--- src/rtl/dsp48_cic_dump_seq.sv ---
// Sequencer for a single-DSP48 CIC accumulate/dump slice: feeds samples, closes a frame every DECIM samples, emits the scaled frame sum.
// Latency: result valid 5 cycles after the last sample of a frame is accepted; one clear slot per frame (DECIM samples per DECIM+1 cycles).
// Backpressure: s_tready drops on the frame's last sample while the previous result is unconsumed or still in flight; m_tvalid holds until m_tready.
// Optional: define CIC_SEQ_ROUND_EN for round-half-up scaling instead of floor truncation.
module dsp48_cic_dump_seq #(
    parameter int DECIM = 256,
    parameter int CNT_W = 8,
    parameter int IN_W  = 16,
    parameter int OUT_W = 32,
    parameter int SHIFT = 8
) (
    input  logic                    clk,
    input  logic                    aresetn,
    input  logic                    s_tvalid,
    input  logic [IN_W-1:0]         s_tdata,
    output logic                    s_tready,
    input  logic                    sync_clear,
    output logic                    m_tvalid,
    output logic [OUT_W-1:0]        m_tdata,
    input  logic                    m_tready,
    output logic [47:0]             dsp_concat,
    output logic                    dsp_opcode,
    input  logic [47:0]             dsp_p
);

    typedef enum logic {
        ST_CLEAR = 1'b0,
        ST_ACCUM = 1'b1
    } state_t;

    state_t             state_q, state_d;
    logic [CNT_W-1:0]   cnt_q, cnt_d;
    logic [47:0]        dsp_concat_q, dsp_concat_d;
    logic               op_slot_q, op_slot_d;     // opcode of the slot currently on dsp_concat
    logic               dsp_opcode_q;             // same opcode, one cycle later as the slice expects
    logic               slot_fe_q, slot_fe_d;     // frame-end mark travelling with dsp_concat
    logic [3:0]         fe_pipe_q;                // frame-end mark delayed to line up with dsp_p
    logic               m_tvalid_q;
    logic [OUT_W-1:0]   m_tdata_q, m_tdata_d;

    logic               last_w;
    logic               inflight_w;
    logic               s_tready_w;
    logic               accept_w;
    logic signed [47:0] p_sum_w;

    assign last_w     = (cnt_q == CNT_W'(DECIM - 1));
    assign inflight_w = slot_fe_q | (|fe_pipe_q);
    // The last sample of a frame is held off until the result register is guaranteed free
    assign s_tready_w = (state_q == ST_ACCUM) && !sync_clear
                        && !(last_w && (m_tvalid_q || inflight_w));
    assign accept_w   = s_tvalid && s_tready_w;

`ifdef CIC_SEQ_ROUND_EN
    localparam logic signed [47:0] RND_K = 48'sd1 <<< (SHIFT - 1);
    assign p_sum_w = $signed(dsp_p) + RND_K;
`else
    assign p_sum_w = $signed(dsp_p);
`endif
    assign m_tdata_d = OUT_W'(p_sum_w >>> SHIFT);

    // Next-state and slot contents: clear slot, sample slot or idle slot
    always_comb begin
        state_d      = state_q;
        cnt_d        = cnt_q;
        dsp_concat_d = 48'd0;
        op_slot_d    = 1'b0;
        slot_fe_d    = 1'b0;
        case (state_q)
            ST_CLEAR: begin
                op_slot_d = 1'b1;
                cnt_d     = '0;
                state_d   = ST_ACCUM;
            end
            ST_ACCUM: begin
                if (accept_w) begin
                    dsp_concat_d = 48'($signed(s_tdata));
                    cnt_d        = cnt_q + CNT_W'(1);
                    if (last_w) begin
                        slot_fe_d = 1'b1;
                        state_d   = ST_CLEAR;
                    end
                end
            end
            default: state_d = ST_CLEAR;
        endcase
        // A sync clear abandons the partial frame; in-flight frame ends are untouched
        if (sync_clear) begin
            state_d = ST_CLEAR;
        end
    end

    // Sequencer state and registered slice drive; reset issues a clear slot first
    always_ff @(posedge clk or negedge aresetn) begin
        if (!aresetn) begin
            state_q      <= ST_CLEAR;
            cnt_q        <= '0;
            dsp_concat_q <= 48'd0;
            op_slot_q    <= 1'b1;
            dsp_opcode_q <= 1'b1;
            slot_fe_q    <= 1'b0;
        end else begin
            state_q      <= state_d;
            cnt_q        <= cnt_d;
            dsp_concat_q <= dsp_concat_d;
            op_slot_q    <= op_slot_d;
            dsp_opcode_q <= op_slot_q;
            slot_fe_q    <= slot_fe_d;
        end
    end

    // Frame-end alignment with dsp_p and the held output register
    always_ff @(posedge clk or negedge aresetn) begin
        if (!aresetn) begin
            fe_pipe_q  <= 4'd0;
            m_tvalid_q <= 1'b0;
            m_tdata_q  <= '0;
        end else begin
            fe_pipe_q <= {fe_pipe_q[2:0], slot_fe_q};
            if (fe_pipe_q[3]) begin
                m_tvalid_q <= 1'b1;
                m_tdata_q  <= m_tdata_d;
            end else if (m_tready) begin
                m_tvalid_q <= 1'b0;
            end
        end
    end

    assign s_tready   = s_tready_w;
    assign m_tvalid   = m_tvalid_q;
    assign m_tdata    = m_tdata_q;
    assign dsp_concat = dsp_concat_q;
    assign dsp_opcode = dsp_opcode_q;

endmodule

--- config.mk ---
export PLATFORM = sky130hd
export DESIGN_NAME = dsp48_cic_dump_seq
export DESIGN_NICKNAME = d
export VERILOG_FILES = /design/src/rtl/dsp48_cic_dump_seq.sv
export SDC_FILE = /design/constraint.sdc
export NUM_CORES = 1
export LEC_CHECK = 0
export ABC_CLOCK_PERIOD_IN_PS = 1600
export BUFFER_PORTS_ARGS = -buffer_cell sky130_fd_sc_hd__buf_4
export CAP_MARGIN = 20
export CELL_PAD_IN_SITES_DETAIL_PLACEMENT = 2
export CELL_PAD_IN_SITES_GLOBAL_PLACEMENT = 2
export CORE_MARGIN = 3
export CORE_UTILIZATION = 25
export CTS_BUF_LIST = sky130_fd_sc_hd__clkbuf_4
export CTS_CLUSTER_DIAMETER = 100
export DETAILED_ROUTE_END_ITERATION = 10
export PLACE_DENSITY = 0.9
export SETUP_SLACK_MARGIN = 0.4
export SLEW_MARGIN = 5
export SYNTH_ARGS = -nofsm -noshare
export SYNTH_HDL_FRONTEND = slang
export SYNTH_SLANG_ARGS = --single-unit
export TNS_END_PERCENT = 1
--- constraint.sdc ---
create_clock -name clk -period 1.6 [get_ports clk]
set_input_delay 0.08 -clock clk [delete_from_list [all_inputs] [get_ports clk]]
set_output_delay 0.08 -clock clk [all_outputs]
set_load 0.02 [all_outputs]
==> impl_metrics.json <==
{
  "run_status": "complete, but fails checks",
  "violations": "negative setup slack",
  "switching_share_pct": 25.1,
  "irDropWorstVdd_mv": 0.340,
  "rsz0062_at_grt": "true",
  "path_max_fanout": 2,
  "syn_to_final_growth_pct": 72.9,
  "clock_sinks": 65,
  "wirelength_microns": 9480,
  "die-area_sq_um": 12100,
  "grt_use_total_pct": 15.7,
  "intPower_uw": 2370,
  "grt_pass1_vias": 2512,
  "yosysWarnings": 0,
  "finalPower_uw": 3160,
  "drcViolationCount": 0,
  "ctsLongestPathBuffers": 2,
  "grt_max_degree": 66,
  "tightest_slew_ps": 848,
  "avgSynthCellArea_sq_um": 13.3,
  "cts_tree": "done",
  "grt_overflow": 0,
  "report.final.setup_viol": 27,
  "antenna_found_initial": 0,
  "fin_nets": 439,
  "cts-root-buf": "clkbuf_4",
  "port_buffers": 135,
  "synthMostInstantiatedCell": "dfrtp_1",
  "initial_core_util_pct": 25.9,
  "gp_congestion": 0.692,
  "drive_gt1_share_pct": 54.3,
  "power.density_nw_per_um2": 679,
  "antenna_cells": 0,
  "async_flop_share_pct": 100,
  "numCtsBuffers": 9,
  "grt_pass1_wl_microns": 14100,
  "cp-end-kind": "output pin",
  "core_sq_um": 10400,
  "drtAntennaViolNets": 0,
  "drtIter0Drc": 46,
  "cp.arrival_ps": 1770,
  "synth.area.top_cells": "dfrtp_1, mux2_2, buf_4, and3_1, dfstp_2",
  "synth_nets": 273,
  "hpwlAfterDp_microns": 5590,
  "die_h_microns": 110,
  "synth_flop_cell": "dfrtp_1",
  "synth_edf_count": 0,
  "final_cells": 508,
  "insertion_delay_ps": 430,
  "critPathLaunchType": "flop",
  "finalHoldViolCount": 0,
  "pwr-share-comb_pct": 14.1,
  "htreeDepth": 3,
  "synth_top_area_cell": "dfrtp_1",
  "cp_data_required_time_ps": 1520,
  "leakage_uw": 0.00238,
  "period_needed_ps": 1850,
  "place_inst": 442,
  "viasPerCell": 4.36,
  "pwr-share-seq_pct": 52.9,
  "io_pins": 152,
  "skew_ps": 16.4,
  "syn_area_sq_um": 2690,
  "worstSetupPathType": "reg2out",
  "synth-seq-area-share_pct": 60.5,
  "pwr-share-clk_pct": 32.9,
  "slew_violations": 0,
  "fin_ws_ps": -248,
  "hp-class": "in2async",
  "synth_common_cells": "dfrtp_1, buf_4, mux2_2",
  "clk_pin_slew_ps": 110,
  "first_pass_iters": 4,
  "wire_per_inst_microns": 18.7,
  "synth_top_area_share_pct": 58.5,
  "ys_types": 30,
  "netlist_instances": 203,
  "drv_cap": 0,
  "vias": 2214,
  "reg2reg_depth": 6,
  "fmax_ghz": 0.541,
  "layout_worst_path_cycle_share_pct": 116,
  "max_slew_margin_pct": 43.5,
  "die_w_microns": 110,
  "ys_seq_elements": 65,
  "rows": 37,
  "netSwitchingPower_uw": 794
}
-- worst max-delay path, cell delays in order (launching register included) --
cell	delay [ps]
dfrtp_1	420
nor4_4	290
a211oi_2	100
buf_4	140
buf_4	130
nor3_2	100
buf_4	160
-- metrics by stage --
step | setup TNS [ps] | area (sq um) | setup slack [ps] | hold slack [ps] | utilization, %
detailed placement | -172 | 3730 | -68.5 | 248 | 35.8
global route | -4440 | 4660 | -378 | 346 | 44.7
global placement | -18.9 | 3730 | -18.9 | 240 | 35.8
finish | -1680 | 4660 | -248 | 286 | 44.7
CTS | -2550 | 4640 | -330 | 295 | 44.6
floorplan | 0 | 2740 | 175 | -216 | -
-- state kept, by name, summed over array words and instances (netlist names) --
| name | count |
|---|---|
| cnt_q | 8 |
| dsp_concat | 16 |
| dsp_opcode | 1 |
| fe_pipe_q | 4 |
| m_tdata | 32 |
| m_tvalid | 1 |
| op_slot_q | 1 |
| slot_fe_q | 1 |
| state_q | 1 |
-- power groups by stage --
| stage | Combinational, uW | Sequential [uW] | Clock, uW |
|---|---|---|---|
| floorplan | 99.3 | 1720 | 0 |
| global placement | 284 | 1700 | 0 |
| detailed placement | 297 | 1700 | 0 |
| CTS | 440 | 1670 | 1090 |
| global route | 480 | 1680 | 1170 |
| finish | 447 | 1670 | 1040 |
-- layout by cell type, fill, tap and decap left out, drive strengths merged, types with 2 or more instances in the layout --
cell and instances:
o41ai 2, nor4 2, mux2 32, and3 18, nand2 6, o31ai 2, mux2i 3, clkinv 4
nand2b 6, clkbuf 9, or4 2, inv 3, dfstp 2, a21oi 3, o311ai 2, dfrtp 63
nor2 3, dlygate4sd3 51, buf 147, nand3 2
-- layout make-up --
type / instances / area [sq um]
clock buffers: 9 / 67.6
clock inverters: 5 / 48.8
fillers: 1006 / 5760
inverters: 3 / 11.3
multi-input cells: 92 / 815
flip-flops and latches: 65 / 1630
well taps: 136 / 170
repair buffers: 198 / 1920
-- per-layer routing --
metal	vias up	share of wire [%]	wire [microns]	GRT usage [%]
met3	15	7.7	725	4.35
li1	1003	-	-	-
met2	96	54	5150	29.5
met5	-	0	0	0
met1	1100	36	3380	16.1
met4	0	2.3	219	6.95
-- logic make-up after synthesis --
group           synth area share, %
mux                            14.5
compound gates                 3.58
simple gates                   9.75
buf+inv                        11.2
flops                          60.5
fa+ha+maj                     0.464
-- timing repair --
item                                    in CTS  in global routing
hold buffers                                51                  0
endpoints found under the setup margin      92                 93
endpoints found under the hold margin      113                  0
resized for setup                           72                  6
buffers inserted                             1                  0
gates cloned                                 0                  0
pin swaps                                    2                  1
-- worst paths after layout --
kind	startpoint	to	slack (ps)
max	fe_pipe_q[1]	s_tready	-250
min	aresetn	cnt_q[0]	290
max reg2reg	fe_pipe_q[1]	cnt_q[2]	-210
min reg2reg	op_slot_q	dsp_opcode	360
max in group asynchronous	aresetn	fe_pipe_q[3]	730
min in group clk	s_tvalid	cnt_q[4]	340
No activity file was read; power rests on OpenSTA's default activity.
